### config.mk
export PLATFORM = sky130hd
export DESIGN_NAME = lut_ram_ctrl_flat
export DESIGN_NICKNAME = d
export VERILOG_FILES = /design/src/rtl/lut_ram_ctrl_pkg.sv /design/src/rtl/lut_ram_ctrl_if.sv /design/src/rtl/lut_ram_addr_gen.sv /design/src/rtl/lut_ram_ctrl.sv /design/src/flat_wrapper.sv
export SDC_FILE = /design/constraint.sdc
export NUM_CORES = 1
export LEC_CHECK = 0
export ABC_AREA = 1
export CAP_MARGIN = 15
export CORE_MARGIN = 5
export CORE_UTILIZATION = 35
export CTS_CLUSTER_DIAMETER = 30
export DETAILED_ROUTE_END_ITERATION = 16
export PLACE_DENSITY = 0.63
export SETUP_SLACK_MARGIN = 0.15
export SLEW_MARGIN = 20
export SYNTH_ARGS = -nofsm -noshare
export SYNTH_HDL_FRONTEND = slang
export SYNTH_SLANG_ARGS = --single-unit
export TNS_END_PERCENT = 20
### constraint.sdc
create_clock -name clk -period 4 [get_ports clk]
set_clock_uncertainty 0.15 [all_clocks]
set_input_delay 0.8 -clock clk [delete_from_list [all_inputs] [get_ports clk]]
set_output_delay 0.8 -clock clk [all_outputs]
set_load 0.02 [all_outputs]
### src/rtl/lut_ram_ctrl_pkg.sv
// Shared types for the lut_ram command controller: data word, command opcodes
// and controller FSM states.
package lut_ram_ctrl_pkg;

  typedef logic [31:0] word_t;

  typedef enum logic [1:0] {
    OP_FILL  = 2'd0,
    OP_COPY  = 2'd1,
    OP_CHECK = 2'd2,
    OP_RSVD  = 2'd3
  } lut_ram_op_t;

  typedef enum logic [1:0] {
    ST_IDLE = 2'd0,
    ST_RUN  = 2'd1,
    ST_DONE = 2'd2
  } lut_ram_ctrl_state_t;

  // Reserved opcodes complete immediately without touching memory.
  function automatic logic op_is_valid(input lut_ram_op_t op);
    return op != OP_RSVD;
  endfunction

endpackage

### src/rtl/lut_ram_ctrl_if.sv
// Command handshake, status and lut_ram port bundle between a host and the
// lut_ram_ctrl initiator.
interface lut_ram_ctrl_if #(
  parameter int ADDR_WIDTH = 8
) ();

  logic                          cmd_valid;
  logic                          cmd_ready;
  lut_ram_ctrl_pkg::lut_ram_op_t cmd_op;
  logic [ADDR_WIDTH-1:0]         cmd_src;
  logic [ADDR_WIDTH-1:0]         cmd_dst;
  logic [ADDR_WIDTH:0]           cmd_len;
  lut_ram_ctrl_pkg::word_t       cmd_data;

  logic                          busy;
  logic                          done;
  logic [ADDR_WIDTH:0]           mismatch_count;

  logic                          mem_wr_en;
  logic [ADDR_WIDTH-1:0]         mem_wr_addr;
  lut_ram_ctrl_pkg::word_t       mem_wr_data;
  logic [ADDR_WIDTH-1:0]         mem_rd_addr;
  lut_ram_ctrl_pkg::word_t       mem_rd_data;

  modport master (
    output cmd_valid, cmd_op, cmd_src, cmd_dst, cmd_len, cmd_data, mem_rd_data,
    input  cmd_ready, busy, done, mismatch_count,
    input  mem_wr_en, mem_wr_addr, mem_wr_data, mem_rd_addr
  );

  modport slave (
    input  cmd_valid, cmd_op, cmd_src, cmd_dst, cmd_len, cmd_data, mem_rd_data,
    output cmd_ready, busy, done, mismatch_count,
    output mem_wr_en, mem_wr_addr, mem_wr_data, mem_rd_addr
  );

endinterface

### src/rtl/lut_ram_addr_gen.sv
// Element counter for lut_ram_ctrl: produces the per-element offset (ascending
// or descending), the wrapped source/destination addresses and a last flag.
module lut_ram_addr_gen #(
  parameter int ADDR_WIDTH = 8
) (
  input  logic                  clk,
  input  logic                  rst_n,
  input  logic                  clear_i,
  input  logic                  step_i,
  input  logic                  desc_i,
  input  logic [ADDR_WIDTH:0]   len_i,
  input  logic [ADDR_WIDTH-1:0] src_i,
  input  logic [ADDR_WIDTH-1:0] dst_i,
  output logic [ADDR_WIDTH-1:0] src_addr_o,
  output logic [ADDR_WIDTH-1:0] dst_addr_o,
  output logic                  last_o
);

  localparam logic [ADDR_WIDTH:0] ONE = {{ADDR_WIDTH{1'b0}}, 1'b1};

  logic [ADDR_WIDTH:0]   idx_q, idx_d;
  logic [ADDR_WIDTH:0]   last_idx;
  logic [ADDR_WIDTH-1:0] offs;

  assign last_idx = len_i - ONE;

  always_comb begin
    idx_d = idx_q;
    if (clear_i) begin
      idx_d = '0;
    end else if (step_i) begin
      idx_d = idx_q + ONE;
    end
  end

  always_ff @(posedge clk or negedge rst_n) begin
    if (!rst_n) begin
      idx_q <= '0;
    end else begin
      idx_q <= idx_d;
    end
  end

  // Offsets and sums are truncated to ADDR_WIDTH so addresses wrap modulo DEPTH.
  assign offs       = desc_i ? (last_idx[ADDR_WIDTH-1:0] - idx_q[ADDR_WIDTH-1:0])
                             : idx_q[ADDR_WIDTH-1:0];
  assign src_addr_o = src_i + offs;
  assign dst_addr_o = dst_i + offs;
  assign last_o     = (idx_q == last_idx);

endmodule

### src/rtl/lut_ram_ctrl.sv
// Command-driven initiator for lut_ram: runs one FILL, COPY or CHECK command,
// one element per clock, and reports completion and CHECK mismatches.
module lut_ram_ctrl
  import lut_ram_ctrl_pkg::*;
#(
  parameter int ADDR_WIDTH = 8
) (
  input  logic          clk,
  input  logic          rst_n,
  lut_ram_ctrl_if.slave bus
);

  localparam int LW = ADDR_WIDTH + 1;
  localparam logic [LW-1:0] ONE = {{ADDR_WIDTH{1'b0}}, 1'b1};

  lut_ram_ctrl_state_t   state_q, state_d;
  lut_ram_op_t           op_q;
  logic [ADDR_WIDTH-1:0] src_q, dst_q;
  logic [LW-1:0]         len_q;
  word_t                 data_q;
  logic [LW-1:0]         mism_q, mism_d;

  logic                  accept;
  logic                  running;
  logic                  last;
  logic                  desc;
  logic [ADDR_WIDTH-1:0] src_addr, dst_addr;

  assign accept  = (state_q == ST_IDLE) && bus.cmd_valid;
  assign running = (state_q == ST_RUN);
  // Only COPY walks backwards, so an overlapping move never reads a clobbered element.
  assign desc    = (op_q == OP_COPY) && (dst_q > src_q);

  lut_ram_addr_gen #(
    .ADDR_WIDTH(ADDR_WIDTH)
  ) u_addr_gen (
    .clk       (clk),
    .rst_n     (rst_n),
    .clear_i   (accept),
    .step_i    (running),
    .desc_i    (desc),
    .len_i     (len_q),
    .src_i     (src_q),
    .dst_i     (dst_q),
    .src_addr_o(src_addr),
    .dst_addr_o(dst_addr),
    .last_o    (last)
  );

  always_ff @(posedge clk or negedge rst_n) begin
    if (!rst_n) begin
      state_q <= ST_IDLE;
    end else begin
      state_q <= state_d;
    end
  end

  always_ff @(posedge clk or negedge rst_n) begin
    if (!rst_n) begin
      op_q   <= OP_FILL;
      src_q  <= '0;
      dst_q  <= '0;
      len_q  <= '0;
      data_q <= '0;
      mism_q <= '0;
    end else begin
      mism_q <= mism_d;
      if (accept) begin
        op_q   <= bus.cmd_op;
        src_q  <= bus.cmd_src;
        dst_q  <= bus.cmd_dst;
        len_q  <= bus.cmd_len;
        data_q <= bus.cmd_data;
      end
    end
  end

  always_comb begin
    state_d = state_q;
    case (state_q)
      ST_IDLE: begin
        if (accept) begin
          state_d = (bus.cmd_len == '0 || !op_is_valid(bus.cmd_op)) ? ST_DONE : ST_RUN;
        end
      end
      ST_RUN:  if (last) state_d = ST_DONE;
      ST_DONE: state_d = ST_IDLE;
      default: state_d = ST_IDLE;
    endcase
  end

  always_comb begin
    mism_d = mism_q;
    if (accept) begin
      mism_d = '0;
    end else if (running && op_q == OP_CHECK && bus.mem_rd_data != data_q) begin
      mism_d = mism_q + ONE;
    end
  end

  // Memory port decode depends only on registered state, never on cmd_* inputs.
  always_comb begin
    bus.mem_wr_en   = 1'b0;
    bus.mem_wr_addr = '0;
    bus.mem_wr_data = '0;
    bus.mem_rd_addr = '0;
    if (running) begin
      case (op_q)
        OP_FILL: begin
          bus.mem_wr_en   = 1'b1;
          bus.mem_wr_addr = dst_addr;
          bus.mem_wr_data = data_q;
        end
        OP_COPY: begin
          bus.mem_rd_addr = src_addr;
          bus.mem_wr_en   = 1'b1;
          bus.mem_wr_addr = dst_addr;
          bus.mem_wr_data = bus.mem_rd_data;
        end
        OP_CHECK: begin
          bus.mem_rd_addr = src_addr;
        end
        default: begin
        end
      endcase
    end
  end

  assign bus.cmd_ready      = (state_q == ST_IDLE);
  assign bus.busy           = (state_q != ST_IDLE);
  assign bus.done           = (state_q == ST_DONE);
  assign bus.mismatch_count = mism_q;

endmodule

### src/flat_wrapper.sv
// flat-port wrapper written by rule: the top's interface ports become plain ports
module lut_ram_ctrl_flat import lut_ram_ctrl_pkg::*;
#(
  parameter int ADDR_WIDTH = 8
)
  (clk, rst_n, bus_cmd_valid, bus_cmd_op, bus_cmd_src, bus_cmd_dst, bus_cmd_len, bus_cmd_data, bus_mem_rd_data, bus_cmd_ready, bus_busy, bus_done, bus_mismatch_count, bus_mem_wr_en, bus_mem_wr_addr, bus_mem_wr_data, bus_mem_rd_addr);
  lut_ram_ctrl_if #(.ADDR_WIDTH(ADDR_WIDTH)) bus_i ();
  input  logic clk;
  input  logic rst_n;
  input wire logic [$bits(bus_i.cmd_valid)-1:0] bus_cmd_valid;
  input wire logic [$bits(bus_i.cmd_op)-1:0] bus_cmd_op;
  input wire logic [$bits(bus_i.cmd_src)-1:0] bus_cmd_src;
  input wire logic [$bits(bus_i.cmd_dst)-1:0] bus_cmd_dst;
  input wire logic [$bits(bus_i.cmd_len)-1:0] bus_cmd_len;
  input wire logic [$bits(bus_i.cmd_data)-1:0] bus_cmd_data;
  input wire logic [$bits(bus_i.mem_rd_data)-1:0] bus_mem_rd_data;
  output wire logic [$bits(bus_i.cmd_ready)-1:0] bus_cmd_ready;
  output wire logic [$bits(bus_i.busy)-1:0] bus_busy;
  output wire logic [$bits(bus_i.done)-1:0] bus_done;
  output wire logic [$bits(bus_i.mismatch_count)-1:0] bus_mismatch_count;
  output wire logic [$bits(bus_i.mem_wr_en)-1:0] bus_mem_wr_en;
  output wire logic [$bits(bus_i.mem_wr_addr)-1:0] bus_mem_wr_addr;
  output wire logic [$bits(bus_i.mem_wr_data)-1:0] bus_mem_wr_data;
  output wire logic [$bits(bus_i.mem_rd_addr)-1:0] bus_mem_rd_addr;
  assign bus_i.cmd_valid = bus_cmd_valid;
  assign bus_i.cmd_op = bus_cmd_op;
  assign bus_i.cmd_src = bus_cmd_src;
  assign bus_i.cmd_dst = bus_cmd_dst;
  assign bus_i.cmd_len = bus_cmd_len;
  assign bus_i.cmd_data = bus_cmd_data;
  assign bus_i.mem_rd_data = bus_mem_rd_data;
  assign bus_cmd_ready = bus_i.cmd_ready;
  assign bus_busy = bus_i.busy;
  assign bus_done = bus_i.done;
  assign bus_mismatch_count = bus_i.mismatch_count;
  assign bus_mem_wr_en = bus_i.mem_wr_en;
  assign bus_mem_wr_addr = bus_i.mem_wr_addr;
  assign bus_mem_wr_data = bus_i.mem_wr_data;
  assign bus_mem_rd_addr = bus_i.mem_rd_addr;
  lut_ram_ctrl #(.ADDR_WIDTH(ADDR_WIDTH)) u_core (.clk(clk), .rst_n(rst_n), .bus(bus_i));
endmodule
==> metrics.md <==
| Metric | Value |
|---|---|
| Least-Margin Pin Slew | 0.771 ns |
| Worst path required time | 3.05 ns |
| Die Span Y | 137 um |
| Largest net degree at the start of global routing | 80 |
| Post-synth EDFFs | 0 |
| Mapped cell area | 5620 um2 |
| Hold_buf cts | 0 |
| Crit path max fanout | 3 |
| Syn nets | 929 |
| Root Driver | clkbuf_16 |
| Die Wd | 137 um |
| Max-Cap Viols | 0 |
| Synth async-reset ratio | 100% |
| Main area contributors after synthesis | dfrtp_1 (35%), nand2_1 (20%), ha_1 (7.8%) |
| Total CTS buffers | 9 |
| Pleak | 4.04 nW |
| Clock power share | 49.9% |
| Synth Warn # | 0 |
| Core area | 15,800 um2 |
| DRC | 0 |
| Int Pwr | 1.46 mW |
| Die area | 18,700 um2 |
| Clock Sinks | 79 |
| Post-synthesis sequential area ratio | 35.2% |
| ANT nets after route | 0 |
| Row count | 46 |
| Clock Latency Late Sink | 0.35 ns |
| Area after DPL | 8010 um2 |
| Detailed Route Iter0 Violations | 252 |
| Post-Synthesis Cells | 797 |
| Final HPWL DP | 12.6 mm |
| Initial antenna violation count | 0 |
| Vias in the first global route | 5,921 |
| Crit share post-route | 110% |
| Hold Path Class | in -> async |
| Post-synth cell types | 34 |
| Top-count cell post-synth | nand2_1 |
| Reg2Reg Setup Slack | 1.56 ns |
| Max_slew headroom | 48.6% |
| Synth Area per Inst | 7.05 um2 |
| H-tree depth | 3 |
| PwrDens | 218 nW/um2 |
| Tmin final | 4.39 ns |
| Sw Pwr | 412 uW |
| Final setup margin | -0.388 ns |
| IO Port Bufs | 154 |
| Vias per cell | 4.69 |
| Crit path arrival time | 3.44 ns |
| Final setup fails | 8 |
| Crit path kind | reg -> out |
| Initial Utilization | 35.5% |
| Status | complete, but fails checks |
| Wire per inst | 13.9 um |
| Total grt overflow | 0 |
| GP Congestion | 0.871 |
| Post-route cell area | 8560 um2 |
| Worst vdd ir | 0.201 mV |
| Inserted Diodes | 0 |
| CP Launch Type | flip-flop |
| Reg power frac | 42.7% |
| Layout area overhead | 52.3% |
| RSZ-0062 raised after global routing | true |
| Combinational power share | 7.4% |
| Clk slew on worst S/H paths | 0.07 ns |
| Post-synth top cells | nand2_1 (300), dfrtp_1 (79), inv_1 (73), a21oi_1 (70), o21ai_0 (45) |
| I/O pin cnt | 155 |
| Violated checks | setup timing |
| Slew Limit Fails | 0 |
| Vias | 5,871 |
| Worst setup EP type | output port |
| Final net count | 1,163 |
| Post-synth top flop | dfrtp_1 |
| CTS tree | yes |
| Switching Share | 22.0% |
| Fin. Hold Viols | 0 |
| GRT Total Usage | 19.2% |
| Wirelength, routed | 17.4 mm |
| Fmax | 0.228 GHz |
| Share of the synthesized area in the top cell type | 35.2% |
| Share of layout cells above drive strength 1 | 19.3% |
| 1st-pass router iterations | 4 |
| First-pass GRT wire length | 28.4 mm |
| Yosys top cell by area | dfrtp_1 |
| Final TNS setup | -1.44 ns |
| Max clock buf depth | 2 |
| FF+latch count, synth | 79 |
-- layout by cell type, fill, tap and decap left out, types with 12 or more instances in the layout --
cell type	Yosys	routed
o21ai_1	8	12
nand2_2	11	17
inv_1	73	70
ha_1	35	26
nand3_1	21	20
a21oi_1	70	52
xnor2_1	37	37
o21ai_0	45	34
dfrtp_1	79	79
buf_4	1	107
xor2_1	13	12
a21oi_2	0	18
nand2_1	300	294
clkdlybuf4s50_1	0	139
nor2_1	41	38
-- power groups by stage --
stage | clock, mW | sequential, mW | combinational (mW)
global placement | 0 | 0.814 | 0.140
CTS | 0.963 | 0.798 | 0.141
floorplan | 0 | 0.814 | 0.0202
global route | 0.994 | 0.798 | 0.150
finish | 0.934 | 0.799 | 0.139
detailed placement | 0 | 0.814 | 0.140
-- through the flow --
step / power (mW) / utilization (%) / hold WS, ns / instances / worst slack (ns)
after floorplan: 0.834 / - / 0.322 / 797 / 0.107
after global placement: 0.954 / 50.6 / 0.343 / 1230 / -0.531
after detailed placement: 0.954 / 50.6 / 0.350 / 1230 / -0.601
after CTS: 1.90 / 53.6 / 0.367 / 1250 / -0.335
after global routing: 1.94 / 54.1 / 0.382 / 1252 / -0.620
final: 1.87 / 54.1 / 0.337 / 1252 / -0.388
-- metal layers --
metal  global-route usage [%]  share of wire [%]  vias to the layer above
met3                     6.07                7.6                       32
li1                         -                  -                     2989
met4                     7.78                2.2                        0
met2                     32.3                 48                      150
met5                        0                  0                        -
met1                     22.6                 42                     2700
-- state kept, by name (all words and copies together) (netlist names) --
| name | flops |
|---|---|
| u_core.state_q | 2 |
| u_core.op_q | 2 |
| u_core.bus.mismatch_count | 9 |
| u_core.dst_q | 8 |
| u_core.len_q | 9 |
| u_core.src_q | 8 |
| u_core.data_q | 32 |
| u_core.u_addr_gen.idx_q | 9 |
-- timing repair --
action                                  in CTS  in global routing
pin swaps                                   30                 17
endpoints found under the setup margin      14                 16
gates resized for setup                    102                 18
setup buffers                                4                  2
-- cells by family after synthesis --
kind of cell | share of synthesized area (%)
AND/OR/NAND/NOR | 27.7
buffers and inverters | 7.41
AO/OA/AOI/OAI | 13.1
adder cells (fa/ha/maj) | 8.86
XOR/XNOR | 7.79
flip-flops | 35.2
-- layout make-up --
class	count	area [um2]
Timing Repair Buffer	251	2240
Clock inverter	6	92.6
Tap cell	216	270
Multi-Input combinational cell	613	3450
Sequential cell	79	1980
Fill cell	1554	7260
Inverter	77	292
Clock buffer	10	239
-- worst max-delay path, stage by stage (launching register included) --
cell,delay (ns)
dfrtp_1,0.36
inv_2,0.05
ha_2,0.19
xor2_1,0.16
ha_1,0.35
nand2_1,0.09
o21ai_2,0.15
nand2_1,0.07
nand2_1,0.07
a21oi_2,0.06
xor2_1,0.17
a21oi_2,0.20
ha_4,0.24
a21oi_2,0.12
o21a_1,0.15
nand2_2,0.07
xor2_2,0.19
buf_4,0.14
a21oi_2,0.11
buf_4,0.15
-- path summary, 6_finish.rpt --
kind / start / to / depth (start not counted)
setup / recovery: u_core.len_q[0] / bus_mem_rd_addr[7] / 19
hold / removal: rst_n / u_core.data_q[1] / 1
setup reg to reg: u_core.len_q[0] / u_core.state_q[0] / 14
hold reg to reg: u_core.len_q[8] / u_core.len_q[8] / 2
max in group asynchronous: rst_n / u_core.src_q[5] / 1
min in group clk: u_core.len_q[8] / u_core.len_q[8] / 2
Power figures use the tool's default switching activity.
